<file path="src/rtl/reg_dbg_port_if.sv">
// rtl/reg_dbg_port_if.sv - command, load/dump stream and register file signals of reg_dbg_port
// slave is the debug port side; master is the host/register-file side.
interface reg_dbg_port_if #(
  parameter int width = 16
);
  logic             cmd_valid;
  logic             cmd_ready;
  logic             cmd_op;
  logic             in_valid;
  logic             in_ready;
  logic [width-1:0] in_data;
  logic             out_valid;
  logic             out_ready;
  logic [width-1:0] out_data;
  logic [2:0]       out_idx;
  logic [2:0]       rf_rsel;
  logic [width-1:0] rf_rdata;
  logic [2:0]       rf_wsel;
  logic [width-1:0] rf_wdata;
  logic             rf_write;
  logic             rf_err;
  logic             busy;
  logic             err;

  modport slave (
    input  cmd_valid, cmd_op, in_valid, in_data, out_ready, rf_rdata, rf_err,
    output cmd_ready, in_ready, out_valid, out_data, out_idx,
           rf_rsel, rf_wsel, rf_wdata, rf_write, busy, err
  );

  modport master (
    output cmd_valid, cmd_op, in_valid, in_data, out_ready, rf_rdata, rf_err,
    input  cmd_ready, in_ready, out_valid, out_data, out_idx,
           rf_rsel, rf_wsel, rf_wdata, rf_write, busy, err
  );
endinterface

</file>
<file path="src/rtl/reg_dbg_port.sv">
// rtl/reg_dbg_port.sv - dumps or loads all 8 words of a register file over two streams
// Optional abort input enabled by REG_DBG_PORT_ABORT_EN.
module reg_dbg_port #(
  parameter int width = 16
) (
  input  logic              clk,
  input  logic              rst,
`ifdef REG_DBG_PORT_ABORT_EN
  input  logic              abort,
`endif
  reg_dbg_port_if.slave     bus
);

  typedef enum logic [1:0] {
    IDLE     = 2'd0,
    DUMP_RD  = 2'd1,
    DUMP_OUT = 2'd2,
    LOAD     = 2'd3
  } state_t;

  state_t           state_q;
  logic [2:0]       idx_q;
  logic [2:0]       rf_rsel_q;
  logic [2:0]       out_idx_q;
  logic [2:0]       rf_wsel_q;
  logic [width-1:0] out_data_q;
  logic [width-1:0] rf_wdata_q;
  logic             out_valid_q;
  logic             in_ready_q;
  logic             rf_write_q;
  logic             busy_q;
  logic             err_q;
  logic             err_d;
  logic             abort_w;
  logic             abort_act;
  logic             cmd_acc;

`ifdef REG_DBG_PORT_ABORT_EN
  assign abort_w = abort;
`else
  assign abort_w = 1'b0;
`endif

  assign abort_act = abort_w && (state_q != IDLE);
  assign cmd_acc   = bus.cmd_valid && (state_q == IDLE);

  // A write still on the bus in the accept cycle belongs to the previous command.
  always_comb begin
    err_d = err_q;
    if (cmd_acc) begin
      err_d = 1'b0;
    end else if (!abort_act && bus.rf_err && ((state_q == DUMP_RD) || rf_write_q)) begin
      err_d = 1'b1;
    end
  end

  always_ff @(posedge clk or negedge rst) begin
    if (!rst) begin
      state_q     <= IDLE;
      idx_q       <= 3'd0;
      rf_rsel_q   <= 3'd0;
      out_idx_q   <= 3'd0;
      out_data_q  <= '0;
      out_valid_q <= 1'b0;
      in_ready_q  <= 1'b0;
      rf_wsel_q   <= 3'd0;
      rf_wdata_q  <= '0;
      rf_write_q  <= 1'b0;
      busy_q      <= 1'b0;
      err_q       <= 1'b0;
    end else begin
      rf_write_q <= 1'b0;
      err_q      <= err_d;
      if (abort_act) begin
        state_q     <= IDLE;
        out_valid_q <= 1'b0;
        in_ready_q  <= 1'b0;
        busy_q      <= 1'b0;
        rf_rsel_q   <= 3'd0;
      end else begin
        unique case (state_q)
          IDLE: begin
            if (cmd_acc) begin
              idx_q     <= 3'd0;
              rf_rsel_q <= 3'd0;
              busy_q    <= 1'b1;
              if (bus.cmd_op) begin
                state_q    <= LOAD;
                in_ready_q <= 1'b1;
              end else begin
                state_q <= DUMP_RD;
              end
            end
          end
          DUMP_RD: begin
            out_data_q  <= bus.rf_rdata;
            out_idx_q   <= idx_q;
            out_valid_q <= 1'b1;
            rf_rsel_q   <= 3'd0;
            state_q     <= DUMP_OUT;
          end
          DUMP_OUT: begin
            if (bus.out_ready) begin
              out_valid_q <= 1'b0;
              if (idx_q == 3'd7) begin
                state_q <= IDLE;
                busy_q  <= 1'b0;
              end else begin
                idx_q     <= idx_q + 3'd1;
                rf_rsel_q <= idx_q + 3'd1;
                state_q   <= DUMP_RD;
              end
            end
          end
          LOAD: begin
            if (bus.in_valid) begin
              rf_write_q <= 1'b1;
              rf_wsel_q  <= idx_q;
              rf_wdata_q <= bus.in_data;
              if (idx_q == 3'd7) begin
                state_q    <= IDLE;
                in_ready_q <= 1'b0;
                busy_q     <= 1'b0;
              end else begin
                idx_q <= idx_q + 3'd1;
              end
            end
          end
          default: state_q <= IDLE;
        endcase
      end
    end
  end

  assign bus.cmd_ready = !busy_q;
  assign bus.busy      = busy_q;
  assign bus.err       = err_q;
  assign bus.in_ready  = in_ready_q;
  assign bus.out_valid = out_valid_q;
  assign bus.out_data  = out_data_q;
  assign bus.out_idx   = out_idx_q;
  assign bus.rf_rsel   = rf_rsel_q;
  assign bus.rf_wsel   = rf_wsel_q;
  assign bus.rf_wdata  = rf_wdata_q;
  assign bus.rf_write  = rf_write_q;

endmodule

</file>
<file path="src/flat_wrapper.sv">
// flat-port wrapper written by rule: the top's interface ports become plain ports
module reg_dbg_port_flat 
#(
  parameter int width = 16
)
  (clk, rst, bus_cmd_valid, bus_cmd_op, bus_in_valid, bus_in_data, bus_out_ready, bus_rf_rdata, bus_rf_err, bus_cmd_ready, bus_in_ready, bus_out_valid, bus_out_data, bus_out_idx, bus_rf_rsel, bus_rf_wsel, bus_rf_wdata, bus_rf_write, bus_busy, bus_err);
  reg_dbg_port_if #(.width(width)) bus_i ();
  input  logic clk;
  input  logic rst;
  input wire logic [$bits(bus_i.cmd_valid)-1:0] bus_cmd_valid;
  input wire logic [$bits(bus_i.cmd_op)-1:0] bus_cmd_op;
  input wire logic [$bits(bus_i.in_valid)-1:0] bus_in_valid;
  input wire logic [$bits(bus_i.in_data)-1:0] bus_in_data;
  input wire logic [$bits(bus_i.out_ready)-1:0] bus_out_ready;
  input wire logic [$bits(bus_i.rf_rdata)-1:0] bus_rf_rdata;
  input wire logic [$bits(bus_i.rf_err)-1:0] bus_rf_err;
  output wire logic [$bits(bus_i.cmd_ready)-1:0] bus_cmd_ready;
  output wire logic [$bits(bus_i.in_ready)-1:0] bus_in_ready;
  output wire logic [$bits(bus_i.out_valid)-1:0] bus_out_valid;
  output wire logic [$bits(bus_i.out_data)-1:0] bus_out_data;
  output wire logic [$bits(bus_i.out_idx)-1:0] bus_out_idx;
  output wire logic [$bits(bus_i.rf_rsel)-1:0] bus_rf_rsel;
  output wire logic [$bits(bus_i.rf_wsel)-1:0] bus_rf_wsel;
  output wire logic [$bits(bus_i.rf_wdata)-1:0] bus_rf_wdata;
  output wire logic [$bits(bus_i.rf_write)-1:0] bus_rf_write;
  output wire logic [$bits(bus_i.busy)-1:0] bus_busy;
  output wire logic [$bits(bus_i.err)-1:0] bus_err;
  assign bus_i.cmd_valid = bus_cmd_valid;
  assign bus_i.cmd_op = bus_cmd_op;
  assign bus_i.in_valid = bus_in_valid;
  assign bus_i.in_data = bus_in_data;
  assign bus_i.out_ready = bus_out_ready;
  assign bus_i.rf_rdata = bus_rf_rdata;
  assign bus_i.rf_err = bus_rf_err;
  assign bus_cmd_ready = bus_i.cmd_ready;
  assign bus_in_ready = bus_i.in_ready;
  assign bus_out_valid = bus_i.out_valid;
  assign bus_out_data = bus_i.out_data;
  assign bus_out_idx = bus_i.out_idx;
  assign bus_rf_rsel = bus_i.rf_rsel;
  assign bus_rf_wsel = bus_i.rf_wsel;
  assign bus_rf_wdata = bus_i.rf_wdata;
  assign bus_rf_write = bus_i.rf_write;
  assign bus_busy = bus_i.busy;
  assign bus_err = bus_i.err;
  reg_dbg_port #(.width(width)) u_core (.clk(clk), .rst(rst), .bus(bus_i));
endmodule
</file>
<file path="config.mk">
export PLATFORM = sky130hd
export DESIGN_NAME = reg_dbg_port_flat
export DESIGN_NICKNAME = d
export VERILOG_FILES = /design/src/rtl/reg_dbg_port_if.sv /design/src/rtl/reg_dbg_port.sv /design/src/flat_wrapper.sv
export SDC_FILE = /design/constraint.sdc
export NUM_CORES = 1
export LEC_CHECK = 0
export BUFFER_PORTS_ARGS = -buffer_cell sky130_fd_sc_hd__buf_2
export CORE_MARGIN = 2
export CORE_UTILIZATION = 40
export DETAILED_ROUTE_END_ITERATION = 12
export GPL_TIMING_DRIVEN = 0
export PLACE_DENSITY_LB_ADDON = 0.12
export SLEW_MARGIN = 20
export SYNTH_ARGS = -nofsm -noshare
export SYNTH_HDL_FRONTEND = slang
export SYNTH_SLANG_ARGS = --single-unit
</file>
<file path="constraint.sdc">
create_clock -name clk -period 1.8 [get_ports clk]
set_input_delay 0.18 -clock clk [delete_from_list [all_inputs] [get_ports clk]]
set_output_delay 0.18 -clock clk [all_outputs]
set_load 0.02 [all_outputs]
</file>
==> qor.txt <==
Status = finished clean
Post-synth top area share = 61.0%
DIE AREA = 5830 sq um
Final Hold Vio Count = 0
First-pass GRT wire length = 7.16 mm
Worst path slowest cell = dfrtp_2
Power per standard cell area = 1960 nW/um^2
CTS tree = yes
Crit path launch type = flip-flop
Synth cell count leaders = dfrtp_1, mux2_2, mux2_1
EDFF count, synth = 0
Main area contributors after synthesis = dfrtp_1, mux2_2, mux2_1
GR Overflow Total = 0
Share of layout cells above drive strength 1 = 50.8%
Critical Path RT = 1.99 ns
Area Overhead vs Synth = 29.4%
Initial antenna violation count = 0
Fin Setup TNS = 0 ns
WL met2 = 1.88 mm
Final Setup Violations = 0
Diode count = 0
Post-synth cell types = 28
Vias = 1432
Worst-path clk slew = 0.09 ns
Worst Skew = 0.00502 ns
Post-route ant nets = 0
Crit path buffers/inverters = 0
H-Tree Depth = 2
Vias in the first global route = 1556
Wl on met1 = 1.71 mm
Core Rows = 26
Final cell count without fillers = 312
CTS Buffer Depth = 2
Clock Latency Late Sink = 0.30 ns
Tcrit/Tclk final = 93.6%
Worst path max stage delay = 0.45 ns
Relative slew slack = 57.9%
Synth warn = 0
IO Count = 86
Synth Register Bits = 51
1st-iter DRT viols = 41
Most used cell, CP = ha_1
DR pass1 iterations = 4
CP Cell Sequence = ha_1 > ha_1 > nand2b_1 > o22ai_4 > mux2_2
HPWL after DPL = 2.86 mm
CTS Sinks = 51
Area of the core = 5070 sq um
Port Buf Inserts = 85
Postcts setup bufs = 0
Width of the die = 76.3 um
Cells after synthesis = 148
Most frequent cell after synthesis = dfrtp_1
Final nets = 283
Fmax = 594 MHz
Syn_nets = 190
RSZ-0062 raised after global routing = no
Routed wl met3 = 304 um
Ys flop type = dfrtp_1
Crit Path Class = flip-flop to flip-flop
Largest area contributor in the netlist = dfrtp_1
Post-Route WL = 3.93 mm
Max IR drop VDD = 0.812 mV
Total GRT Usage = 15.3%
Post-synthesis sequential area ratio = 61.0%
Crit path max-delay family = flip-flops
Slew Viols, Final = 0
Worst slew pin tran = 0.632 ns
Clock root buffer = clkbuf_8
Asr flop ratio synth = 100%
Crit path time final = 1.68 ns
Die Y = 76.3 um
Leakage = 1.35 nW
Max Cap Violations = 0
Mean routed wirelength per cell = 12.6 um
Initial Util = 41.2%
Crit end category = flip-flop
Mean Syn Cell Area = 14.1 sq um
Top Metal Used = met4
GP Congestion = 0.770
Synthesized area = 2090 sq um
CTS Buf Count = 5
Placed cells = 303
DR DRC count = 0
Pwr Total = 5.31 mW
Hold Crit Class = input port to flip-flop
Worst EP arrival = 1.87 ns
Largest net degree at the start of global routing = 52
Vias/cell = 4.59
Crit path max fanout = 6
layout by cell type, fill, tap and decap left out, drive strengths merged:
cell type    netlist  routed
nor2               3       3
a21oi              4       4
o22ai              2       2
a211oi             1       1
nand2b             3       3
clkbuf             1       8
buf                4      89
o21ai              4       4
mux2i              6       6
ha                 3       3
or3b               1       1
nand3              2       2
inv               10      10
mux2              39      39
clkinv             0       1
nor3b              1       1
nor2b              2       2
dfrtp             51      51
dlygate4sd3        0       1
a21boi             1       1
nand2             10      10
sequential cells by signal (all words and copies together) (netlist names):
| register | count |
|---|---|
| u_core.bus.rf_wsel | 3 |
| u_core.bus.rf_rsel | 3 |
| u_core.state_q | 2 |
| u_core.bus.rf_write | 1 |
| u_core.bus.in_ready | 1 |
| u_core.bus.out_valid | 1 |
| u_core.bus.out_idx | 3 |
| u_core.bus.rf_wdata | 16 |
| u_core.idx_q | 3 |
| u_core.bus.out_data | 16 |
| u_core.bus.busy | 1 |
| u_core.bus.err | 1 |
repair_timing:
item	CTS	global route
setup endpoints to repair	0	1
endpoints found under the hold margin	51	0
hold buffers	1	0
gates resized for setup	0	2
routing by layer:
metal  vias up  global-route usage [%]
li1        691                       -
met1       692                    19.2
met2        45                    24.6
met3         4                    5.45
met4         0                    4.91
met5         -                       0
cell families (layout without fill, tap and decap cells):
kind of cell               after synthesis  in the layout  share of synthesized area (%)
DFF                                     51             51                           61.0
buffers and inverters                   15            109                           3.94
adders and majority gates                3              3                           1.79
and+or+nand+nor                         22             22                           5.92
muxes                                   45             45                           23.8
AOI/OAI and AO/OA                       12             12                           3.53
power breakdown:
group          total, mW  internal (mW)  leakage, nW  switching [mW]
logic               2.64           1.15        0.710            1.49
registers           2.05           1.74        0.601           0.314
clock network      0.627          0.274       0.0422           0.353
total               5.31           3.16         1.35            2.16
layout make-up:
| type | count | area [sq um] |
|---|---|---|
| Fill cell | 486 | 2370 |
| Sequential cell | 51 | 1280 |
| Multi-Input combinational cell | 82 | 742 |
| Timing Repair Buffer | 86 | 438 |
| Tap cell | 70 | 87.6 |
| Clock buffer | 7 | 76.3 |
| Buffer | 5 | 42.5 |
| Inverter | 10 | 40.0 |
| Clock inverter | 1 | 5.00 |
final timing paths:
path | from | endpoint | slack, ns | cells after the start
setup / recovery | u_core.idx_q[0] | u_core.bus.rf_rsel[0] | 0.12 | 5
max in group asynchronous | rst | u_core.idx_q[0] | 0.90 | 2
setup reg to reg | u_core.idx_q[0] | u_core.bus.rf_rsel[0] | 0.12 | 5
hold reg to reg | u_core.bus.out_data[6] | u_core.bus.out_data[6] | 0.48 | 1
min in group asynchronous | rst | u_core.bus.rf_rsel[1] | 0.45 | 2
hold / removal | bus_rf_rdata[10] | u_core.bus.out_data[10] | 0.09 | 2
stage by stage:
stage / instance area (sq um) / hold WS, ns / utilization, % / setup slack [ns]
after floorplan: 2090 / -0.116 / - / 0.222
after global placement: 2610 / 0.395 / 51.4 / 0.113
after detailed placement: 2610 / 0.253 / 51.4 / 0.110
after CTS: 2700 / 0.0813 / 53.2 / 0.0932
after global routing: 2710 / 0.0793 / 53.4 / 0.0113
final: 2710 / 0.0900 / 53.4 / 0.115
Note: power is estimated with default switching activity, not from simulation.
